$ cat src/rtl/core_rrv_dmem_resp.sv
// Data-memory responder for the rrv core: local SRAM window with zero stall,
// everything else through a valid/ready fabric port that freezes the core while in flight.
module core_rrv_dmem_resp #(
    parameter logic [31:0] LOCAL_BASE = 32'h0001_0000,
    parameter int unsigned LOCAL_AW   = 12,
    parameter logic [7:0]  TIMEOUT    = 8'd255
) (
    input  logic                Clock,
    input  logic                Rst,
    input  logic [31:0]         DMemAddrQ103H,
    input  logic [31:0]         DMemWrDataQ103H,
    input  logic                DMemWrEnQ103H,
    input  logic                DMemRdEnQ103H,
    input  logic [3:0]          DMemByteEnQ103H,
    output logic                DMemReady,
    output logic [31:0]         DMemRdDataQ104H,
    output logic [LOCAL_AW-1:0] LocalAddr,
    output logic                LocalRdEn,
    output logic                LocalWrEn,
    output logic [3:0]          LocalByteEn,
    output logic [31:0]         LocalWrData,
    input  logic [31:0]         LocalRdData,
    output logic                FabReqValid,
    input  logic                FabReqReady,
    output logic                FabReqWr,
    output logic [31:0]         FabReqAddr,
    output logic [31:0]         FabReqData,
    output logic [3:0]          FabReqByteEn,
    input  logic                FabRspValid,
    input  logic [31:0]         FabRspData,
    output logic                FabRspReady,
    output logic                ErrTimeout,
    output logic                ErrMisalign
);

    localparam logic [32:0] WIN_BYTES = 33'd4 << LOCAL_AW;

    typedef enum logic [1:0] {IDLE, REQ, RSP, DONE} state_t;

    state_t      state;
    state_t      state_next;
    logic [31:0] rel;
    logic        is_local;
    logic        req;
    logic        remote;
    logic [1:0]  off;
    logic [6:0]  be_shift;
    logic [3:0]  lane_be;
    logic        misalign;
    logic [31:0] lane_wr_data;
    logic [7:0]  cnt;
    logic [8:0]  cnt_inc;
    logic        tmo;
    logic        timeout_hit;
    logic        capture;
    logic        dmem_ready;
    logic        fab_req_valid;
    logic        fab_rsp_ready;
    logic        fab_wr;
    logic [31:0] fab_addr;
    logic [31:0] fab_data;
    logic [3:0]  fab_be;
    logic [31:0] rsp_reg;
    logic        err_timeout;
    logic        sel_remote_q104h;
    logic [1:0]  off_q104h;
    logic [31:0] rd_src;

    // Request decode: the subtraction wraps addresses below the base out of the window.
    assign rel          = DMemAddrQ103H - LOCAL_BASE;
    assign is_local     = ({1'b0, rel} < WIN_BYTES);
    assign req          = DMemWrEnQ103H | DMemRdEnQ103H;
    assign remote       = req & ~is_local;
    assign off          = DMemAddrQ103H[1:0];
    assign be_shift     = {3'b000, DMemByteEnQ103H} << off;
    assign lane_be      = be_shift[3:0];
    assign misalign     = |be_shift[6:4];
    assign lane_wr_data = DMemWrDataQ103H << {off, 3'b000};

    assign cnt_inc = {1'b0, cnt} + 9'd1;
    assign tmo     = (cnt_inc >= {1'b0, TIMEOUT});

    always_ff @(posedge Clock or negedge Rst) begin
        if (!Rst) begin
            state <= IDLE;
        end else begin
            state <= state_next;
        end
    end

    always_comb begin
        state_next    = state;
        timeout_hit   = 1'b0;
        capture       = 1'b0;
        dmem_ready    = 1'b0;
        fab_req_valid = 1'b0;
        fab_rsp_ready = 1'b1;
        case (state)
            IDLE: begin
                dmem_ready = ~remote;
                if (remote) state_next = REQ;
            end
            REQ: begin
                fab_req_valid = 1'b1;
                fab_rsp_ready = 1'b0;
                // An accepted request wins over a simultaneous timeout so the fabric is never orphaned.
                if (FabReqReady) begin
                    state_next = RSP;
                end else if (tmo) begin
                    state_next  = DONE;
                    timeout_hit = 1'b1;
                end
            end
            RSP: begin
                if (FabRspValid) begin
                    state_next = DONE;
                    capture    = 1'b1;
                end else if (tmo) begin
                    state_next  = DONE;
                    timeout_hit = 1'b1;
                end
            end
            DONE: begin
                dmem_ready = 1'b1;
                state_next = IDLE;
            end
            default: state_next = IDLE;
        endcase
    end

    always_ff @(posedge Clock or negedge Rst) begin
        if (!Rst) begin
            cnt              <= '0;
            fab_wr           <= 1'b0;
            fab_addr         <= '0;
            fab_data         <= '0;
            fab_be           <= '0;
            rsp_reg          <= '0;
            err_timeout      <= 1'b0;
            sel_remote_q104h <= 1'b0;
            off_q104h        <= '0;
        end else begin
            err_timeout <= timeout_hit;
            if (state == IDLE) begin
                cnt <= '0;
                if (remote) begin
                    fab_wr   <= DMemWrEnQ103H;
                    fab_addr <= {DMemAddrQ103H[31:2], 2'b00};
                    fab_data <= lane_wr_data;
                    fab_be   <= lane_be;
                end
            end else if (state == REQ || state == RSP) begin
                cnt <= cnt_inc[7:0];
            end
            if (capture && !fab_wr) begin
                rsp_reg <= FabRspData;
            end else if (timeout_hit) begin
                rsp_reg <= 32'hDEAD_BEEF;
            end
            // Q104H select only advances with the core, so frozen cycles keep the old result.
            if (dmem_ready) begin
                sel_remote_q104h <= remote;
                off_q104h        <= off;
            end
        end
    end

    assign rd_src          = sel_remote_q104h ? rsp_reg : LocalRdData;
    assign DMemRdDataQ104H = rd_src >> {off_q104h, 3'b000};

    assign DMemReady    = dmem_ready;
    assign LocalAddr    = rel[LOCAL_AW+1:2];
    assign LocalRdEn    = DMemRdEnQ103H & ~DMemWrEnQ103H & is_local & dmem_ready;
    assign LocalWrEn    = DMemWrEnQ103H & is_local & dmem_ready;
    assign LocalByteEn  = lane_be;
    assign LocalWrData  = lane_wr_data;
    assign FabReqValid  = fab_req_valid;
    assign FabReqWr     = fab_wr;
    assign FabReqAddr   = fab_addr;
    assign FabReqData   = fab_data;
    assign FabReqByteEn = fab_be;
    assign FabRspReady  = fab_rsp_ready;
    assign ErrTimeout   = err_timeout;
    assign ErrMisalign  = dmem_ready & req & misalign;

endmodule

$ cat config.mk
export PLATFORM = sky130hd
export DESIGN_NAME = core_rrv_dmem_resp
export DESIGN_NICKNAME = d
export VERILOG_FILES = /design/src/rtl/core_rrv_dmem_resp.sv
export SDC_FILE = /design/constraint.sdc
export NUM_CORES = 1
export LEC_CHECK = 0
export BUFFER_PORTS_ARGS = -buffer_cell sky130_fd_sc_hd__buf_4
export CAP_MARGIN = 20
export CORE_AREA = 2 2 114 116
export CTS_BUF_LIST = sky130_fd_sc_hd__clkbuf_8
export CTS_CLUSTER_DIAMETER = 40
export DETAILED_ROUTE_END_ITERATION = 8
export DIE_AREA = 0 0 116 118
export PLACE_DENSITY_LB_ADDON = 0.15
export SETUP_SLACK_MARGIN = 0.2
export SLEW_MARGIN = 0
export SYNTH_ARGS = -nofsm -noshare
export SYNTH_HDL_FRONTEND = slang
export SYNTH_SLANG_ARGS = --single-unit
$ cat constraint.sdc
create_clock -name Clock -period 3.8 [get_ports Clock]
set_input_delay 0 -clock Clock [delete_from_list [all_inputs] [get_ports Clock]]
set_output_delay 0 -clock Clock [all_outputs]
set_load 0.02 [all_outputs]
==> qor.json <==
{
  "layout.cells.most_common_list": {"value": "298 x sky130_fd_sc_hd__buf_4, 112 x sky130_fd_sc_hd__dfrtp_1, 76 x sky130_fd_sc_hd__dlygate4sd3_1"},
  "place_congestion": {"value": 0.867},
  "post-cts-setup-buffer-count": {"value": 0},
  "fp.dieH": {"value": 118, "unit": "microns"},
  "dieArea": {"value": 0.0137, "unit": "sq mm"},
  "post_synth_instance_area": {"value": 0.00647, "unit": "sq mm"},
  "hold_path.class": {"value": "input port to flip-flop"},
  "synth_top_flop_cell": {"value": "sky130_fd_sc_hd__dfrtp_1"},
  "worst_pin_slew": {"value": 1.13, "unit": "ns"},
  "max_clock_freq": {"value": 0.352, "unit": "GHz"},
  "grt_first_pass_wirelength": {"value": 32.9, "unit": "mm"},
  "setup_viol": {"value": 0},
  "clock_sink_total": {"value": 113},
  "slew_headroom": {"value": 0.249},
  "worst_setup_path_start_kind": {"value": "input port"},
  "avgRoutedWirePerCell": {"value": 19.7, "unit": "microns"},
  "fin_nets": {"value": 1046},
  "place.detailed.instances": {"value": 978},
  "synth.yosys.seq_area_share": {"value": 0.437},
  "cts-root-to-sink-buffers": {"value": 2},
  "ff2ff_setup_slack": {"value": 1.10, "unit": "ns"},
  "stdcell_count": {"value": 1086},
  "via_count_of_the_first_global_routing_pass": {"value": 6404},
  "clock_transition_time_at_the_flip_flop_clock_pins_of_the_worst_setup_and_hold_paths": {"value": 0.07, "unit": "ns"},
  "critPathRequiredTime": {"value": 4.12, "unit": "ns"},
  "area_delta_synth_final": {"value": 51.4, "unit": "%"},
  "antenna_cells": {"value": 0},
  "postSynth.asyncResetShare": {"value": 1.00},
  "hp-start": {"value": "DMemRdEnQ103H"},
  "layout-drive-gt1-share": {"value": 0.472},
  "syn_area_per_cell": {"value": 11.5, "unit": "sq um"},
  "syn_inst": {"value": 562},
  "static-leakage-power": {"value": 4.61, "unit": "nW"},
  "final.setup_skew": {"value": 0.0114, "unit": "ns"},
  "multi_input_logic_area": {"value": 0.00326, "unit": "sq mm"},
  "status": {"value": "completed"},
  "worst_hold_path.num_cells": {"value": 4},
  "worst_path_class_setup": {"value": "input port to flip-flop"},
  "pwr_density_cell": {"value": 711, "unit": "mW/mm^2"},
  "setup-tns-final": {"value": 0, "unit": "ns"},
  "max-cap-violations": {"value": 0},
  "rsz_0062_raised_after_global_routing": {"value": "false"},
  "slew_viol_final": {"value": 0},
  "crit_path_max_fanout": {"value": 46},
  "clock_insertion_delay_worst_skew": {"value": 0.45, "unit": "ns"},
  "most_common_cell_after_layout_fill_and_taps_aside": {"value": "sky130_fd_sc_hd__buf_4"},
  "largest_net_degree_at_the_start_of_global_routing": {"value": 55},
  "postLayoutCellArea": {"value": 0.00980, "unit": "sq mm"},
  "worst_path_largest_cell_delay": {"value": 0.71, "unit": "ns"},
  "cts_tree": {"value": "built"},
  "critical_path.reg2reg.startpoint": {"value": "state[0]"},
  "drtPass1Iterations": {"value": 6},
  "yosysWarnings": {"value": 0},
  "depth_of_the_worst_register_to_register_path": {"value": 5},
  "detail_route.drc_violations": {"value": 0},
  "rr_endpoint": {"value": "FabReqAddr[24]"},
  "timing_hold_violations_final": {"value": 0},
  "fillCellCount": {"value": 782},
  "hpwl": {"value": 14.8, "unit": "mm"},
  "finalCriticalPeriod": {"value": 2.84, "unit": "ns"},
  "drt-initial-drc-count": {"value": 402},
  "cts-buffers-inserted": {"value": 17},
  "synthesis_stage_register_bit_count": {"value": 113},
  "worstPathBufferInverterCount": {"value": 3},
  "grtUsageTotal": {"value": 0.314},
  "seq_area": {"value": 0.00283, "unit": "sq mm"},
  "postPlaceCellArea": {"value": 0.00862, "unit": "sq mm"},
  "detail_route.wirelength": {"value": 21.4, "unit": "mm"},
  "slowest_stage_cell_on_the_critical_path": {"value": "sky130_fd_sc_hd__o221ai_4"},
  "synth-edff-count": {"value": 0},
  "die_w": {"value": 116, "unit": "microns"},
  "vdd_drop_max": {"value": 0.516, "unit": "mV"},
  "number_of_gates_given_a_new_drive_strength_after_cts": {"value": 0},
  "h-tree-depth": {"value": 4},
  "yosys.cell_types.count": {"value": 53},
  "crit_path_frequent_cell": {"value": "sky130_fd_sc_hd__buf_4"},
  "min_delay_endpoint": {"value": "state[0]"},
  "worst_path_arrival_time": {"value": 3.16, "unit": "ns"},
  "ant_nets": {"value": 0},
  "crit_path_end_kind": {"value": "flip-flop"},
  "core.rowCount": {"value": 41},
  "number_of_vias_in_the_routed_layout": {"value": 6002},
  "via_per_inst": {"value": 5.53},
  "antenna_violations_before_repair": {"value": 0},
  "cts_root_buffer": {"value": "sky130_fd_sc_hd__clkbuf_8"},
  "io_pins": {"value": 294},
  "core-area": {"value": 0.0124, "unit": "sq mm"},
  "path_cells": {"value": "dlygate4sd3_1 > buf_4 > nor4b_1 > nand3_1 > o221ai_4 > buf_4 > mux2_2"},
  "start_util": {"value": 0.521},
  "port_buffers": {"value": 291},
  "final_min_period_over_clock_period": {"value": 0.747},
  "critical_path.top_delay_family": {"value": "buffers and inverters"},
  "grt.overflow.total": {"value": 0}
}
[per-layer routing]
layer,up-vias,GRT usage,part of all wire
li1,2706,-,-
met5,-,0,0
met3,56,0.0906,0.080
met1,2933,0.323,0.35
met4,0,0.142,0.032
met2,307,0.576,0.54
[through the flow]
stage	total power [W]	utilization	hold WS (ns)	setup WS, ns
2_1_floorplan	0.00436	-	-0.296	1.79
3_3_place_gp	0.00555	0.695	0.0791	1.18
3_5_place_dp	0.00569	0.695	0.0860	1.13
4_1_cts	0.00695	0.789	0.0440	1.06
5_1_grt	0.00732	0.789	0.0820	0.874
6_report	0.00697	0.789	0.0719	0.962
[how the worst max path moves through the flow]
stage	startpoint	endpoint	slack (ns)	cells after the start
final	DMemAddrQ103H[31]	FabReqData[6]	0.96	7
after global routing	DMemAddrQ103H[29]	FabReqData[5]	0.87	7
after CTS	DMemAddrQ103H[29]	FabReqData[5]	1.06	7
after detailed placement	state[0]	FabReqAddr[17]	1.13	5
after global placement	DMemAddrQ103H[29]	FabReqData[11]	1.18	6
after floorplan	cnt[0]	rsp_reg[10]	1.79	8
[cell usage after synthesis, types with 5 or more instances]
master / count / area, sq um
sky130_fd_sc_hd__dfrtp_1: 113 / 2830
sky130_fd_sc_hd__mux2_2: 65 / 732
sky130_fd_sc_hd__o21ai_0: 42 / 210
sky130_fd_sc_hd__nand2_1: 38 / 143
sky130_fd_sc_hd__mux2i_1: 34 / 340
sky130_fd_sc_hd__mux4_2: 24 / 541
sky130_fd_sc_hd__o22a_1: 23 / 201
sky130_fd_sc_hd__nor2_1: 22 / 82.6
sky130_fd_sc_hd__inv_1: 21 / 78.8
sky130_fd_sc_hd__nor2b_1: 21 / 131
sky130_fd_sc_hd__mux2_1: 19 / 214
sky130_fd_sc_hd__clkbuf_1: 18 / 67.6
sky130_fd_sc_hd__buf_4: 15 / 113
sky130_fd_sc_hd__buf_2: 12 / 60.1
sky130_fd_sc_hd__and2_1: 10 / 62.6
sky130_fd_sc_hd__o22ai_1: 9 / 56.3
sky130_fd_sc_hd__ha_1: 7 / 87.6
sky130_fd_sc_hd__a21oi_1: 5 / 25.0
sky130_fd_sc_hd__buf_1: 5 / 18.8
sky130_fd_sc_hd__buf_6: 5 / 56.3
[logic make-up after synthesis]
| logic type | after synthesis | synth area share |
|---|---|---|
| mux | 142 | 0.282 |
| compound gates | 102 | 0.110 |
| fa+ha+maj | 7 | 0.0135 |
| xor+xnor | 1 | 0.00135 |
| flops | 113 | 0.437 |
| simple gates | 120 | 0.0942 |
| buf+inv | 76 | 0.0609 |
| other cells | 1 | 0.000580 |
[layout make-up]
| cell class | count | area share |
|---|---|---|
| Clock buffer | 20 | 0.0281 |
| Timing Repair Buffer | 374 | 0.306 |
| Tap cell | 172 | 0.0220 |
| Sequential cell | 113 | 0.289 |
| Clock inverter | 12 | 0.0142 |
| Inverter | 21 | 0.00804 |
| Multi-Input combinational cell | 374 | 0.333 |
[report_power, final]
group	switching, W	total [W]	internal (W)
clock network	0.000494	0.00118	0.000690
registers	0.000507	0.00226	0.00175
logic	0.00176	0.00353	0.00177
total	0.00276	0.00697	0.00421
[worst reg2reg max path, stage by stage (launching register included)]
cell and delay (ns):
sky130_fd_sc_hd__dfrtp_1 0.42, sky130_fd_sc_hd__inv_1 0.14, sky130_fd_sc_hd__ha_1 0.62, sky130_fd_sc_hd__o221ai_4 0.52, sky130_fd_sc_hd__buf_4 0.50, sky130_fd_sc_hd__mux2_1 0.39
[what timing repair did]
item | 4_1_cts | 5_1_grt
hold endpoints to repair | 134 | 0
setup endpoints to repair | 0 | 0
hold buffers | 76 | 0
Note: power is estimated with default switching activity, not from simulation.
